## config.mk

```make
export PLATFORM = sky130hd
export DESIGN_NAME = trap_flush_ctrl
export DESIGN_NICKNAME = d
export VERILOG_FILES = /design/src/rtl/trap_flush_ctrl.sv
export SDC_FILE = /design/constraint.sdc
export NUM_CORES = 1
export LEC_CHECK = 0
export BUFFER_PORTS_ARGS = -buffer_cell sky130_fd_sc_hd__buf_4
export CAP_MARGIN = 20
export CORE_MARGIN = 8
export CORE_UTILIZATION = 44
export DETAILED_ROUTE_END_ITERATION = 10
export PLACE_DENSITY = 0.77
export SETUP_SLACK_MARGIN = 0.1
export SLEW_MARGIN = 20
export SYNTH_ARGS = -nofsm -noshare
export SYNTH_HDL_FRONTEND = slang
export SYNTH_SLANG_ARGS = --single-unit
```

## constraint.sdc

```tcl
create_clock -name clk -period 4.98 [get_ports clk]
set_clock_uncertainty 0.05 [all_clocks]
set_input_delay 1.494 -clock clk [delete_from_list [all_inputs] [get_ports clk]]
set_output_delay 1.494 -clock clk [all_outputs]
set_load 0.02 [all_outputs]
```

## src/rtl/trap_flush_ctrl.sv

```systemverilog
// Write-back trap sequencer: turns a committed exception or ERTN into CSR update strobes,
// a timed pipeline flush and a handshaked fetch redirect, while blocking further WB commits.
module trap_flush_ctrl #(
   parameter int unsigned FLUSH_CYCLES = 1,
   parameter int unsigned DROP_CNT_W   = 8
) (
   input  logic                  clk,
   input  logic                  reset,
   input  logic                  wb_valid,
   input  logic                  excp_commit,
   input  logic                  ertn_flush,
   input  logic [5:0]            wb_ecode,
   input  logic [8:0]            wb_esubcode,
   input  logic [31:0]           wb_pc,
   input  logic [31:0]           csr_eentry,
   input  logic [31:0]           csr_era,
   input  logic                  if_redir_ready,
   output logic                  csr_excp_we,
   output logic                  csr_ertn_we,
   output logic [5:0]            trap_ecode,
   output logic [8:0]            trap_esubcode,
   output logic [31:0]           trap_pc,
   output logic                  flush_all,
   output logic                  commit_block,
   output logic                  redir_valid,
   output logic [31:0]           redir_pc,
   output logic [DROP_CNT_W-1:0] drop_cnt
);

   localparam int unsigned CNT_W    = 4;
   localparam int unsigned XLEN     = 32;
   localparam int unsigned ECODE_W  = 6;
   localparam int unsigned ESUB_W   = 9;
   localparam logic [XLEN-1:0] PC_ALIGN_MASK = 32'hFFFF_FFFC;

   typedef enum logic [1:0] {
      S_IDLE  = 2'd0,
      S_FLUSH = 2'd1,
      S_REDIR = 2'd2
   } state_e;

   state_e                 state_q;
   logic [CNT_W-1:0]       cnt_q;
   logic [XLEN-1:0]        target_q;
   logic                   excp_we_q;
   logic                   ertn_we_q;
   logic                   flush_q;
   logic                   block_q;
   logic                   redir_valid_q;
   logic [ECODE_W-1:0]     ecode_q;
   logic [ESUB_W-1:0]      esub_q;
   logic [XLEN-1:0]        pc_q;
   logic [XLEN-1:0]        redir_pc_q;
   logic [DROP_CNT_W-1:0]  drop_cnt_q;
   logic [DROP_CNT_W-1:0]  drop_cnt_d;
   logic                   exc_c;
   logic                   ert_c;

   assign exc_c = wb_valid & excp_commit;
   assign ert_c = wb_valid & ertn_flush;

   // Events arriving while a sequence is in flight are counted, saturating at all-ones.
   always_comb begin
      drop_cnt_d = drop_cnt_q;
      if ((state_q != S_IDLE) && (exc_c || ert_c) && (drop_cnt_q != {DROP_CNT_W{1'b1}})) begin
         drop_cnt_d = drop_cnt_q + DROP_CNT_W'(1);
      end
   end

   always_ff @(posedge clk or posedge reset) begin
      if (reset) begin
         state_q       <= S_IDLE;
         cnt_q         <= '0;
         target_q      <= '0;
         excp_we_q     <= 1'b0;
         ertn_we_q     <= 1'b0;
         flush_q       <= 1'b0;
         block_q       <= 1'b0;
         redir_valid_q <= 1'b0;
         ecode_q       <= '0;
         esub_q        <= '0;
         pc_q          <= '0;
         redir_pc_q    <= '0;
         drop_cnt_q    <= '0;
      end else begin
         excp_we_q  <= 1'b0;
         ertn_we_q  <= 1'b0;
         drop_cnt_q <= drop_cnt_d;
         case (state_q)
            S_IDLE: begin
               // Exception wins over a simultaneous ERTN; the losing ERTN is simply discarded.
               if (exc_c) begin
                  ecode_q   <= wb_ecode;
                  esub_q    <= wb_esubcode;
                  pc_q      <= wb_pc;
                  target_q  <= csr_eentry;
                  excp_we_q <= 1'b1;
                  flush_q   <= 1'b1;
                  block_q   <= 1'b1;
                  cnt_q     <= CNT_W'(FLUSH_CYCLES - 1);
                  state_q   <= S_FLUSH;
               end else if (ert_c) begin
                  target_q  <= csr_era;
                  ertn_we_q <= 1'b1;
                  flush_q   <= 1'b1;
                  block_q   <= 1'b1;
                  cnt_q     <= CNT_W'(FLUSH_CYCLES - 1);
                  state_q   <= S_FLUSH;
               end
            end
            S_FLUSH: begin
               if (cnt_q != '0) begin
                  cnt_q <= cnt_q - CNT_W'(1);
               end else begin
                  flush_q       <= 1'b0;
                  redir_valid_q <= 1'b1;
                  redir_pc_q    <= target_q & PC_ALIGN_MASK;
                  state_q       <= S_REDIR;
               end
            end
            S_REDIR: begin
               if (redir_valid_q && if_redir_ready) begin
                  redir_valid_q <= 1'b0;
                  block_q       <= 1'b0;
                  state_q       <= S_IDLE;
               end
            end
            default: begin
               state_q <= S_IDLE;
            end
         endcase
      end
   end

   assign csr_excp_we   = excp_we_q;
   assign csr_ertn_we   = ertn_we_q;
   assign trap_ecode    = ecode_q;
   assign trap_esubcode = esub_q;
   assign trap_pc       = pc_q;
   assign flush_all     = flush_q;
   assign commit_block  = block_q;
   assign redir_valid   = redir_valid_q;
   assign redir_pc      = redir_pc_q;
   assign drop_cnt      = drop_cnt_q;

endmodule
```

# --- After elaboration in Yosys (flattened, before gate mapping) ---
# Cells that the tools add are included.
word_totals:
  reg_bits: 128
  out_inout_bits: 92
  word_cells: 68
classes:
  n_addsub: 2
  eq_ne: 7
  mux: 24
  bitwise: 3
  reduce_logical: 19
op_table:
  columns: ["operator", "count"]
  rows:
  - ["32-bit two-way mux", 2]
  - ["3-bit AND reduction", 5]
  - ["4-bit two-way mux", 3]
  - ["1-bit two-way mux", 10]
  - ["2-bit nonzero test", 5]
  - ["8-bit by 1-bit adder with 8-bit output, second input constant", 1]
  - ["2-bit two-way mux", 4]
  - ["8-bit != test, second input constant", 1]
  - ["4-bit one-hot mux with 2 select lines", 1]
  - ["2-bit != test, second input constant", 3]
  - ["1-bit one-hot mux with 2 select lines", 3]
  - ["2-bit one-hot mux with 3 select lines", 1]
  - ["2-bit AND reduction", 3]
  - ["4-bit nonzero test", 1]
  - ["4-bit by 1-bit subtractor with 4-bit output, second input constant", 1]
  - ["1-bit logical AND", 3]
  - ["3-bit != test, second input constant", 1]
  - ["1-bit bitwise AND", 2]
  - ["2-bit by 1-bit equality test with 1-bit output, second input constant", 1]
  - ["2-bit equality test, second input constant", 1]
  - ["2-bit zero test", 1]
  - ["1-bit logical OR", 1]
  - ["1-bit NOT", 1]

# --- Longest topological paths before layout ---
logic_depth:
  ltp_word: 4
  ltp_mapped: 7

# --- Least setup slack after synthesis ---
# OpenSTA, ideal clock, no wires.
synth_timing:
  path_type: "input to register"
  start: "input port excp_commit"
  end: "register pc_q[10], in the netlist trap_pc[10]"
  setup_ns: 0.125
  arrival_ns: 2.558
  path_slack_ns: 2.247
  stages: 5
  cell_sequence: "nand2_1 -> nor3_1 -> buf_2 -> buf_2 -> mux2_2"
synth_between:
  elab_chain_cells: 2
synth_rtl:
  columns: ["element", "line", "rtl"]
  rows:
  - ["start, declared", "10", "input logic excp_commit,"]
  - ["1-bit bitwise AND", "59", "assign exc_c = wb_valid & excp_commit;"]
  - ["2-bit AND reduction (no source line)", null, null]
  - ["end signal, assigned", "95", "pc_q <= wb_pc;"]
  - ["end, declared", "52", "logic [XLEN-1:0] pc_q;"]
# No other way between the ends.
# A chain may end at the register's enable or synchronous reset.

# --- Worst setup path after layout ---
layout_timing:
  start: "register drop_cnt_q[3], in the netlist drop_cnt[3]"
  end: "output port drop_cnt[3]"
layout_lines:
  columns: ["element", "line", "rtl"]
  rows:
  - ["start, declared", "54", "logic [DROP_CNT_W-1:0] drop_cnt_q;"]
  - ["start signal, assigned", "88", "drop_cnt_q <= drop_cnt_d;"]
  - ["end, declared", "27", "output logic [DROP_CNT_W-1:0] drop_cnt"]
# No word-level cell between the ends.

==> results.cfg <==
[clock_tree]
inserted_clock_buffers = 17
clk_pin_slew_worst_paths_ps = 50
postCtsSetupRepairBufs = 0
tritoncts_clock_tree = built
worst_skew_pair.late_latency_ps = 410
cts_max_level = 4
cts_sinks = 126
clock_tree_buffer_depth = 2
clock_root_buffer_master = clkbuf_16
cts_hold_buf = 0
post_cts_resized = 0

[timing]
worstMarginPinSlew_ps = 920
max_freq_mhz = 387
whs_ps = 439
hold_viol = 0
timing.final.crit_share_pct = 51.9
totalNegativeSetupSlack_ps = 0
fin_max_slew_vios = 0
period_minus_slack_ps = 2580
slew_headroom_pct = 38.5
finalSetupViolations = 0
rsz0062_at_grt = false

[synth]
dominant_cells_by_area_after_synthesis = dfrtp_1 60%, mux2_2 11%, mux2_4 7.7%
fraction_of_post_synthesis_cell_area_in_the_top_cell_type_by_area_pct = 60.2
ys_seq_elements = 126
yosys_warnings = 0
dominantRegCellSynth = dfrtp_1
synth_seq_area_share_pct = 60.2
syn-mean-instance-area_um2 = 14.0
synth_area_um2 = 5240
cell_type_with_the_largest_total_area_after_synthesis = dfrtp_1
post_synthesis_cell_type_count = 37
synth-async-reset-ratio_pct = 100
synth_edf_count = 0
syn-instance-count = 374

[setup_path]
path_delay_family = flip-flops
regToRegStartpoint = cnt_q[0]
worstPathCellList = buf_4
critPathMaxFanout = 6
rrSetupSlack_ps = 2920
source_of_the_critical_timing_path = drop_cnt[3]
timing.critical_path.slowest_stage_cell = dfrtp_1
startpoint_type = register
cp_capture_type = output port
cp_slowest_stage_delay_ps = 440
worst_ep_arrival_time_ps = 1040
critical_path_required_ps = 3440
critPathKind = register to output port
critPathBufInv = 1

[worst_hold_path]
min-delay-start = flush_all
hp-class = register to register

[floorplan]
dieArea_um2 = 15600
ports_placed_on_the_boundary = 209
die_h_um = 125
die-width_um = 125
initial_utilization_pct = 44.3
floorplan.rows = 40
design.core.area_um2 = 11800

[cells_and_area]
fill_cells = 930
area_delta_synth_final_pct = 42.9
num-nets-final = 700
layout_common_cells = 207 x buf_4, 126 x dfrtp_1, 51 x mux2_2
layout_commonest_cell = buf_4
post_route_cells_drive_above_1_share_pct = 53.8
antenna-diode-count = 0

[routing]
via_per_inst = 4.91
drt-wirelength-per-cell_um = 17.0
drtPass1Iterations = 4
wirelength_um = 12500
detail_route.iter0.violations = 219
drc = 0
via_count = 3631
drtAntennaViolNets = 0

[power_and_ir_drop]
leakagePower_uw = 0.00373
power.total_uw = 5180
cellPowerDensity_nw_per_um2 = 692
irDropWorstVdd_mv = 0.307

[flow_run]
max_cap_violations = 0

[placed_design]
hpwl_um = 9300
place.port_buffers = 202
gp_routability_congestion = 0.750

[grt]
grt_usage_pct = 16.4
globalRouteOverflowTotal = 0
grt_first_pass_wirelength_um = 20500
largest_net_degree_at_the_start_of_global_routing = 49
antenna_found_initial = 0
via_count_of_the_first_global_routing_pass = 3989

[run_status]
status = complete, no violations
[worst reg2reg max path: stages, from the launching register on]
cell and delay, ps:
dfrtp_1 400, inv_1 90, ha_1 150, or3b_4 400, or2_4 460, mux2_4 390
[worst paths after layout]
kind / end / cells past startpoint
setup / recovery: drop_cnt[3] / 1
hold / removal: flush_all / 1
setup reg to reg: redir_pc[18] / 5
hold reg to reg: flush_all / 1
max in group asynchronous: redir_pc[12] / 3
min in group asynchronous: trap_esubcode[2] / 2
[registers in the layout, summed over array words and instances, names as in the netlist]
signal,cells
trap_ecode,6
trap_pc,32
target_q,30
cnt_q,4
csr_ertn_we,1
trap_esubcode,9
flush_all,1
redir_valid,1
redir_pc,30
state_q,2
commit_block,1
drop_cnt,8
csr_excp_we,1
[routing by layer]
metal | GRT usage (%) | routed length, µm
met5 | 0 | 0
met4 | 6.52 | 206
met3 | 5.91 | 860
met2 | 28.4 | 6430
met1 | 17.9 | 5050
[synth_stat cells, types with 2 or more instances]
cell and count:
xnor2_1 4, ha_1 3, mux2_1 3, buf_1 7, a21oi_1 30, a21o_1 2, buf_4 2, nand2_1 6
nand4_1 3, mux2i_1 30, nor3_1 2, xor2_1 3, and3_1 2, nor2_1 36, nand2b_1 4, nand3_1 5
mux2_2 51, dfrtp_1 126, inv_1 4, buf_12 2, buf_2 7, mux2_4 27
[where the power goes]
| part | switching [µW] | internal [µW] |
|---|---|---|
| registers | 293 | 1520 |
| clock network | 408 | 904 |
| logic | 1010 | 1040 |
[kinds of logic (layout without fill, tap and decap cells)]
group | after synthesis | after routing | share of synthesized area [%]
AO/OA/AOI/OAI | 38 | 38 | 4.11
XOR/XNOR | 7 | 7 | 1.17
adder cells (fa/ha/maj) | 3 | 3 | 0.717
buffers and inverters | 25 | 243 | 3.08
flip-flops | 126 | 126 | 60.2
multiplexers | 111 | 111 | 25.1
other | 1 | 2 | 0.0716
AND/OR/NAND/NOR | 63 | 63 | 5.54
[through the flow]
| step | instances | cell area, µm² | worst slack, ps | util [%] |
|---|---|---|---|---|
| floorplan | 375 | 5240 | 1880 | - |
| global placement | 708 | 6840 | 2090 | 57.9 |
| detailed placement | 708 | 6840 | 2010 | 57.9 |
| CTS | 740 | 7480 | 2380 | 63.3 |
| global route | 740 | 7480 | 2310 | 63.4 |
| finish | 740 | 7480 | 2400 | 63.4 |
[area by class of cell]
cell class | count | area (µm²) | area share (%)
clock buffer | 27 | 513 | 6.86
clock inverter | 5 | 125 | 1.67
inverter | 4 | 18.8 | 0.251
multi-input combinational | 224 | 1940 | 25.9
sequential | 126 | 3150 | 42.1
tap | 147 | 184 | 2.46
timing repair buffer | 207 | 1550 | 20.8
Note: power is estimated with default switching activity, not from simulation.
